## config.mk

```make
export PLATFORM = sky130hd
export DESIGN_NAME = addr_decode
export DESIGN_NICKNAME = d
export VERILOG_FILES = /design/src/rtl/decode_pkg.sv /design/src/rtl/region_match.sv /design/src/rtl/addr_decode.sv
export SDC_FILE = /design/constraint.sdc
export NUM_CORES = 1
export LEC_CHECK = 0
export ABC_AREA = 1
export CORE_AREA = 2 2 39 41
export DETAILED_ROUTE_END_ITERATION = 12
export DIE_AREA = 0 0 41 43
export PLACE_DENSITY = 0.72
export SYNTH_ARGS = -nofsm -noshare
export SYNTH_HDL_FRONTEND = slang
export SYNTH_SLANG_ARGS = --single-unit
```

## constraint.sdc

```tcl
create_clock -name clk -period 0.8 [get_ports clk]
set_clock_uncertainty 0.05 [all_clocks]
set_input_delay 0.08 -clock clk [delete_from_list [all_inputs] [get_ports clk]]
set_output_delay 0.08 -clock clk [all_outputs]
set_load 0.05 [all_outputs]
```

## src/rtl/decode_pkg.sv

```systemverilog
// Shared constants, region descriptor type and the default device map
// for the 16-bit bus address decoder.
package decode_pkg;

    localparam int NUM_DEV = 8;
    localparam int DID_W   = 3;
    localparam int ADDR_W  = 16;

    localparam logic [DID_W-1:0] DID_NONE = 3'd0;

    // One device window: inclusive base/limit plus read-only flag.
    typedef struct packed {
        logic [ADDR_W-1:0] base;
        logic [ADDR_W-1:0] limit;
        logic              ro;
    } region_t;

    // Default system memory map; index is the device id.
    localparam region_t DEV_MAP [NUM_DEV] = '{
        '{base: 16'h0000, limit: 16'h7FFF, ro: 1'b1},  // ROM
        '{base: 16'h8000, limit: 16'hBFFF, ro: 1'b0},  // RAM
        '{base: 16'hC000, limit: 16'hDFFF, ro: 1'b0},  // VRAM
        '{base: 16'hF000, limit: 16'hF0FF, ro: 1'b0},  // UART
        '{base: 16'hF100, limit: 16'hF1FF, ro: 1'b0},  // TIMER
        '{base: 16'hF200, limit: 16'hF2FF, ro: 1'b0},  // GPIO
        '{base: 16'hF300, limit: 16'hF3FF, ro: 1'b0},  // ALU coproc
        '{base: 16'hFF00, limit: 16'hFFFF, ro: 1'b0}   // vectors/IRQ
    };

    // Packed views of the default map, used as module parameter defaults.
    function automatic logic [NUM_DEV-1:0][ADDR_W-1:0] default_base();
        logic [NUM_DEV-1:0][ADDR_W-1:0] res;
        for (int i = 0; i < NUM_DEV; i++) res[i] = DEV_MAP[i].base;
        return res;
    endfunction

    function automatic logic [NUM_DEV-1:0][ADDR_W-1:0] default_limit();
        logic [NUM_DEV-1:0][ADDR_W-1:0] res;
        for (int i = 0; i < NUM_DEV; i++) res[i] = DEV_MAP[i].limit;
        return res;
    endfunction

    function automatic logic [NUM_DEV-1:0] default_ro();
        logic [NUM_DEV-1:0] res;
        for (int i = 0; i < NUM_DEV; i++) res[i] = DEV_MAP[i].ro;
        return res;
    endfunction

endpackage

```

## src/rtl/region_match.sv

```systemverilog
// Single-window comparator: flags an address inside [base, limit], both
// bounds inclusive, unsigned compare.
module region_match
    import decode_pkg::*;
(
    input  logic [ADDR_W-1:0] addr,
    input  logic [ADDR_W-1:0] base,
    input  logic [ADDR_W-1:0] limit,
    output logic              in_range
);

    // Inclusive range check on both ends.
    always_comb begin
        in_range = (addr >= base) && (addr <= limit);
    end

endmodule

```

## src/rtl/addr_decode.sv

```systemverilog
// Registered bus address decoder: one comparator per device, lowest-index
// priority select, strobe and read-only qualification, one output flop stage.
module addr_decode
    import decode_pkg::*;
#(
    parameter logic [NUM_DEV-1:0][ADDR_W-1:0] DEV_BASE  = default_base(),
    parameter logic [NUM_DEV-1:0][ADDR_W-1:0] DEV_LIMIT = default_limit(),
    parameter logic [NUM_DEV-1:0]             DEV_RO    = default_ro()
) (
    input  logic              clk,
    input  logic              rst_n,
    input  logic              rd,
    input  logic              wr,
    input  logic [ADDR_W-1:0] addr,
    output logic              hit,
    output logic [DID_W-1:0]  did
);

    logic [NUM_DEV-1:0] in_range;
    logic               found;
    logic [DID_W-1:0]   sel;
    logic               hit_next;
    logic [DID_W-1:0]   did_next;
    logic               hit_reg;
    logic [DID_W-1:0]   did_reg;

    genvar gi;
    generate
        for (gi = 0; gi < NUM_DEV; gi++) begin : g_region
            region_match u_match (
                .addr     (addr),
                .base     (DEV_BASE[gi]),
                .limit    (DEV_LIMIT[gi]),
                .in_range (in_range[gi])
            );
        end
    endgenerate

    // Priority encode (lowest index wins), then qualify by strobe and RO.
    always_comb begin
        found    = 1'b0;
        sel      = DID_NONE;
        hit_next = 1'b0;
        did_next = DID_NONE;
        // Scan downward so the last (lowest) matching index is kept.
        for (int i = NUM_DEV - 1; i >= 0; i--) begin
            if (in_range[i]) begin
                found = 1'b1;
                sel   = i[DID_W-1:0];
            end
        end
        // Exactly one strobe must be active; writes to read-only windows miss.
        hit_next = (rd ^ wr) && found && !(wr && DEV_RO[sel]);
        did_next = hit_next ? sel : DID_NONE;
    end

    // Output register stage, cleared asynchronously so no stale access survives reset.
    always_ff @(posedge clk or negedge rst_n) begin
        if (!rst_n) begin
            hit_reg <= 1'b0;
            did_reg <= DID_NONE;
        end else begin
            hit_reg <= hit_next;
            did_reg <= did_next;
        end
    end

    assign hit = hit_reg;
    assign did = did_reg;

endmodule

```

# After elaboration in Yosys (flattened, before gate mapping)
# Memory sizes are Yosys's and may differ from the RTL's.
# Cells that the tools add are included.
# word_totals
latchBits,0
output_inout_bits,4
rom_bits,8
inputBits,20
regBits,4
elab_cells,51
ram_bits,0
memories,1
# op_classes
bitwise_logic,1
multipliers,0
n_reduce_logical,12
eq_ne,0
n_addsub,0
order_cmp,17
div,0
n_mux,18
shift,0
# mem_list
name,words,width,rd,rd_clocked_by_memory_dff,write_ports,line_no,rtl
(no name shown),8,1,1,0,0,addr_decode.sv:53,hit_next = (rd ^ wr) && found && !(wr && DEV_RO[sel]);
# op_table
cell,count
16-bit greater-or-equal comparator (second input constant),7
16-bit less-or-equal comparator (second input constant),7
3-bit 2-to-1 mux,9
16-bit by 1-bit greater-or-equal comparator with 1-bit output (second input constant),1
16-bit by 15-bit less-or-equal comparator with 1-bit output (second input constant),1
1-bit logical AND,11
1-bit 2-to-1 mux,9
3-bit by 4-bit < comparator with 1-bit output (second input constant),1
1-bit zero test,1
1-bit XOR,1

# Logic depth before layout (Yosys ltp)
# Gate-level depths: netlist of run 1.
# logic_depth
depth_word,16
mapped_depth,10

# Modules after synthesis
# A second synthesis of run 1 with hierarchy kept.
# unflattened
hier_cells,1161
hier_area_um2,7111.8
# by_module_without_submodules
module,cells_per_inst,area_each_um2,seq_area_each_um2,n_inst
region_match (g_region[0].u_match ...),140,855.8,0.0,7
region_match (g_region[4].u_match),140,863.3,0.0,1
addr_decode,41,257.7,100.1,1

# Worst setup path before layout of run 1
# OpenSTA, ideal clock, no wires.
# synth_path
path_type,input port to flip-flop
startpoint,input port addr[13]
endpoint,"register hit_reg, in the netlist hit"
arrival_time_ns,0.765
cell_stages,10
required_time_ns,0.636
path_slack_ns,-0.129
setup_time_ns,0.114
cell_sequence,nand2_1 inv_2 nand2_2 nor2_1 nor2_1 nand2_2 nor2_2 nor2_4 nand2_2 inv_1
# synth_via
elab_chain_len,15
# synth_lines
item,line_no,rtl
from (decl),addr_decode.sv:14,"input logic [ADDR_W-1:0] addr,"
16-bit greater-or-equal comparator or 16-bit less-or-equal comparator (tied branches),region_match.sv:14,in_range = (addr >= base) && (addr <= limit);
1-bit logical AND,region_match.sv:14,
3-bit 2-to-1 mux (8 in series),addr_decode.sv:47,if (in_range[i]) begin
memory 8 x 1 bit,-,
1-bit 2-to-1 mux (implied by the code),addr_decode.sv:53,
1-bit logical AND,addr_decode.sv:53,
1-bit zero test,addr_decode.sv:53,
1-bit logical AND *,addr_decode.sv:53,
named net hit_next,addr_decode.sv:22,logic hit_next;
to (signal assigned),addr_decode.sv:63,hit_reg <= hit_next;
to (decl),addr_decode.sv:24,logic hit_reg;
# Mark *: on every way through the listed nets, which the timed path passes. The rest lies on a longest branch. The select of a mux whose other input is x is not followed.

# Worst setup path in the final report of run 1
# layout_path
startpoint,input port addr[11]
endpoint,"register did_reg[2], in the netlist did[2]"
# layout_via
elab_chain_len,16
# layout_lines
item,line_no,rtl
16-bit greater-or-equal comparator or 16-bit less-or-equal comparator (tied branches),region_match.sv:14,
1-bit logical AND,region_match.sv:14,
3-bit 2-to-1 mux (8 in series),addr_decode.sv:47,
memory 8 x 1 bit,-,
1-bit 2-to-1 mux (implied by the code),addr_decode.sv:53,
1-bit logical AND,addr_decode.sv:53,
1-bit zero test,addr_decode.sv:53,
1-bit logical AND,addr_decode.sv:53,
3-bit 2-to-1 mux *,addr_decode.sv:54,did_next = hit_next ? sel : DID_NONE;
named net did_next[2],addr_decode.sv:23,logic [DID_W-1:0] did_next;
to (signal assigned),addr_decode.sv:64,did_reg <= did_next;
to (decl),addr_decode.sv:25,logic [DID_W-1:0] did_reg;
# Marked as above.

==> out/results.ini, run 1 <==
[status]
status=finished, violations left
violations=hold timing, setup timing

[sta]
setup_viol=8
max_freq_mhz=1106
worst_slew_pin_slew_ns=0.1830
fin_hold_ws_ns=-0.006223
final_max_slew_viol_count=0
finalWorstSetupSlack_ns=-0.1043
setup_tns_ns=-0.7349
fin_crit_sh=1.130
period_minus_slack_ns=0.9043
hold_viol=4
rsz0062_at_grt=yes
max-slew-margin-rel=0.8777

[yosys]
synth-seq-cells=4
avgSynthCellArea_um2=6.279
yosys.area.top_type_share=0.2899
yosys-top-cells-area=dfrtp_1 (29%), nor2_1 (13%), nand3_1 (12%)
syn_nets=75
seq_area_frac_synth=0.2899
synth_area_um2=345.3
yosys_warnings=0
yosys.cell_types.count=12
yosys.area.top_type=dfrtp_1
syn_inst=55

[layout]
fill_cells=118
drive_gt1_frac=0.6471
diodes=0
fin_util=0.5425
area_growth_pct=117.4
largest_reg_flops=3
nets=107

[grt]
grt_max_degree=7
grt_overflow_total=0
first_global_vias=406
antenna_found_initial=0
grt_pass1_wl_mm=1.545
grt_util_all_layers=0.1265

[die]
initial_utilization=0.2495
core_mm2=0.001384
rows=14
fp.dieW_um=41
die_y_um=43
num_io_pins=24
die-area_mm2=0.001763

[pwr]
power_leakage_nw=0.3868
vdd_drop_max_v=0.0003549
p_per_area_mw_per_mm2=1076
p_total_w=0.0008076

[min_path]
min_path_type=in -> async

[detailed_routing]
wl_per_cell_um=9.703
drt_iter0_drc=6
routed_wl_um=980
via_count=441
first_pass_iters=2
vias_per_cell=4.366
ant_nets=0
drc=0

[placed_design]
port_buffers=15
place.gp.congestion=0.8130
dp_hpwl_um=645.9

[clock_network]
clockBufferDepth=2
holdBufCountCts=0
cts-root-buf=clkbuf_4
cts_max_level=1
clkSinkCount=4
cts_tree=yes
path_clk_slew_ns=0.04
numCtsBuffers=3

[worst_setup_path]
crit_required_ns=0.92
worst_ep_arrival_time_ns=1.02
worstSetupPathType=in -> reg
cp-start-kind=input pin
path_max_fanout=6
timing.critical_path.to_type=flop

[job]
maxCapViolCount=0

[critical path, stage by stage]
cell and delay (ns):
buf_6 0.10, nor2_4 0.18, nand2_2 0.07, nor2_1 0.13, nor2_2 0.05, nand2_2 0.09
buf_4 0.12, buf_4 0.09, inv_1 0.03, nor2_2 0.08
[per-layer routing]
metal	routed length (um)	part of all wire	global-route usage	vias up
li1	-	-	-	227
met1	371	0.38	0.1383	199
met2	541	0.55	0.2219	12
met3	51	0.052	0.01571	3
met4	16	0.016	0.06000	0
met5	0	0	0	-
[cells in the mapped netlist (all sizes together)]
master and count:
dfrtp 4, inv 12, nand2 10, nand3 8, nand4 1, nor2 18, o21ai 1, xor2 1
[kinds of logic (layout without fill, tap and decap cells)]
logic type / Yosys count / count (layout) / share of synthesized area
AO/OA/AOI/OAI: 1 / 1 / 0.01448
buffers and inverters: 12 / 42 / 0.1305
AND/OR/NAND/NOR: 37 / 37 / 0.5398
flip-flops: 4 / 4 / 0.2899
XOR/XNOR: 1 / 1 / 0.02537
[power by group]
part | switching (W) | leakage (nW) | total (W) | internal [W]
registers | 0.00000894 | 0.0535 | 0.000224 | 0.000215
clock network | 0.0000838 | 0.0138 | 0.000252 | 0.000168
logic | 0.000165 | 0.319 | 0.000332 | 0.000167
[cells in the final DEF (no fill, tap or decap), types with 2 or more instances in the layout]
cell,count
buf_12,4
inv_4,2
nand2_4,2
nand3_1,7
buf_6,6
inv_1,5
clkbuf_4,3
buf_4,13
nor2_4,5
dfrtp_1,4
nand2_1,2
nand2_2,5
nor2_2,6
inv_2,5
dlygate4sd2_1,2
nor2_1,7
[layout make-up]
type / count / area, um2 / share of cell area
Sequential cell: 4 / 100.1 / 0.1333
Tap cell: 16 / 20.02 / 0.02667
Clock buffer: 3 / 22.52 / 0.03000
Timing Repair Buffer: 27 / 287.8 / 0.3833
Multi-Input combinational cell: 39 / 270.3 / 0.3600
Inverter: 12 / 50.05 / 0.06667
[through the flow]
stage / cells / hold slack [ns] / setup WS, ns / cell area (um2)
detailed placement: 90 / 0.2469 / -0.8306 / 614.3
floorplan: 55 / -0.2656 / -0.1208 / 374.1
global route: 101 / 0.02372 / -0.1553 / 750.7
global placement: 90 / 0.2393 / -0.7607 / 614.3
CTS: 97 / 0.002212 / -0.1096 / 686.9
finish: 101 / -0.006223 / -0.1043 / 750.7
[worst paths after layout]
path                       slack [ns]      from               end  cells after the start
min in group clk                 0.23  addr[13]  did[1]$_DFF_PN0_                      5
min                            -0.006     rst_n  did[1]$_DFF_PN0_                      1
max                             -0.10  addr[11]  did[2]$_DFF_PN0_                     10
max in group asynchronous        0.54     rst_n     hit$_DFF_PN0_                      1
[repair_timing]
action,4_1_cts,5_1_grt
buffers inserted,4,4
pin swaps,20,10
setup endpoints to repair,8,8
gates resized for setup,51,12
No activity file was read; power rests on OpenSTA's default activity.
==> run 2, diff against run 1 <==
CTS_BUF_LIST = sky130_fd_sc_hd__clkbuf_16   (was default)
==> out/results.ini, run 2 (synthesis gave the netlist of run 1 again) <==
[sta]
worst_slew_pin_slew_ns=0.1815  ; -0.001473 ns
hold_viol=0  ; -4
fin_crit_sh=1.160  ; +0.02992
setup_viol=8  ; unchanged
setup_tns_ns=-0.7922  ; -0.05722 ns
finalWorstSetupSlack_ns=-0.1282  ; -0.02393 ns
final_max_slew_viol_count=0  ; unchanged
max-slew-margin-rel=0.8786  ; +0.0008920
max_freq_mhz=1077  ; -2.6%
rsz0062_at_grt=yes
period_minus_slack_ns=0.9282  ; +0.02393 ns

[worst_setup_path]
cp-start-kind=input pin
timing.critical_path.to_type=flop
critPathLaunch=addr[11]
crit_required_ns=0.91  ; about the same
worstSetupPathType=in -> reg
worst_ep_arrival_time_ns=1.03  ; about the same
path_max_fanout=5  ; -1

[detailed_routing]
routed_wl_mm=1.011  ; +3.2%
wl_per_cell_um=10.11  ; +4.2%
drt_iter0_drc=12  ; +6
vias_per_cell=4.480  ; +2.6%
via_count=448  ; +1.6%
drc=0  ; unchanged
ant_nets=0  ; unchanged
first_pass_iters=4  ; +2

[die]
fp.dieW_um=41  ; unchanged
rows=14  ; unchanged
initial_utilization=0.2495  ; unchanged
core_mm2=0.001384  ; unchanged
die_y_um=43  ; unchanged
num_io_pins=24  ; unchanged
die-area_mm2=0.001763  ; unchanged

[grt]
antenna_found_initial=0  ; unchanged
grt_overflow_total=0  ; unchanged
grt_max_degree=6  ; -1
first_global_vias=414  ; +2.0%
grt_util_all_layers=0.1365  ; +0.01004
grt_pass1_wl_mm=1.649  ; +6.7%

[layout]
final_common_cell=buf_4
final_cell_mix=buf_4 (12), nor2_2 (7), nor2_1 (6), buf_6 (6)
nets=106  ; -0.93%
diodes=0  ; unchanged
stdcell_count=100  ; -0.99%
fin_util=0.5823  ; +0.03978
largest_reg_flops=3  ; unchanged
fill_cells=116  ; -1.7%
drive_gt1_frac=0.6667  ; +0.01961
area_growth_pct=133.3

[placed_design]
placed_cells_incl_taps=90  ; unchanged
port_buffers=15  ; unchanged
dp_hpwl_um=645.9  ; unchanged
place.gp.congestion=0.8130  ; unchanged

[pwr]
vdd_drop_max_v=0.0006857  ; +93%
power_leakage_nw=0.4047  ; +4.6%
p_per_area_mw_per_mm2=1654  ; +54%

[clock_network]
cts_max_level=1  ; unchanged
clkSinkCount=4  ; unchanged
cts-root-buf=clkbuf_16
clockBufferDepth=2  ; unchanged
cts_tree=yes
path_clk_slew_ns=0.03  ; about the same
numCtsBuffers=3  ; unchanged

[min_path]
min_path_type=in -> async

[status]
violations=setup timing
status=finished, violations left

[job]
maxCapViolCount=0  ; unchanged

==> run 2: cell types whose count changed in the layout (fill, tap and decap cells not counted), sizes merged <==
cell	before	now
buf	24	23
==> run 2: power breakdown <==
group | switching [W] | total [W] | internal, W
clock network | 0.000136 | 0.000775 | 0.000638
logic | 0.000166 | 0.000334 | 0.000169
registers | 0.00000895 | 0.000224 | 0.000215
total | 0.000311 | 0.00133 | 0.00102
==> run 2: routing by layer <==
layer	up-vias	routed length, um	share of wire	global-route usage
met5	-	0	0	0
met4	0	29	0.029	0.1000
met3	4	55	0.054	0.01571
met2	17	538	0.53	0.2031
met1	200	388	0.38	0.1704
li1	227	-	-	-
==> run 2: cell type report <==
| class | instances | area [um2] | share of cell area |
|---|---|---|---|
| Clock buffer | 3 | 75.07 | 0.09317 |
| Inverter | 12 | 50.05 | 0.06211 |
| Multi-Input combinational cell | 39 | 280.3 | 0.3478 |
| Sequential cell | 4 | 100.1 | 0.1242 |
| Tap cell | 16 | 20.02 | 0.02484 |
| Timing Repair Buffer | 26 | 280.3 | 0.3478 |
==> run 2: worst max-delay path, stage by stage <==
cell and delay [ns]:
buf_4 0.12, nor2_4 0.17, nand2_2 0.07, nor2_1 0.13, nor2_2 0.05, nand2_2 0.11, nor2_4 0.05, nor2_4 0.09
nand2_2 0.08, nor2_2 0.08
==> run 2: worst paths after layout <==
| path | to | slack [ns] | cells after the start |
|---|---|---|---|
| worst min-delay path | did[1]$_DFF_PN0_ | 0.01 | 1 |
| max in group asynchronous | hit$_DFF_PN0_ | 0.53 | 1 |
| worst max-delay path | did[2]$_DFF_PN0_ | -0.13 | 10 |
| min in group clk | did[1]$_DFF_PN0_ | 0.26 | 5 |
==> run 2: timing repair <==
item                                    in CTS  in global routing
setup buffers                                4                  3
hold endpoints to repair                     0                  0
gates resized for setup                     48                 17
endpoints found under the setup margin       8                  8
hold buffers                                 0                  0
pin swaps                                   17                 11
==> run 2: per-stage QoR <==
| step | power (W) | instance area [um2] | setup slack (ns) | hold WS (ns) |
|---|---|---|---|---|
| final | 0.001333 | 805.8 | -0.1282 | 0.009540 |
| after global routing | 0.001371 | 805.8 | -0.2263 | 0.04067 |
| after CTS | 0.001304 | 734.5 | -0.09522 | 0.01637 |
| after detailed placement | 0.0005066 | 614.3 | -0.8306 | 0.2469 |
| after global placement | 0.0005022 | 614.3 | -0.7607 | 0.2393 |
| after floorplan | 0.0003502 | 374.1 | -0.1208 | -0.2656 |
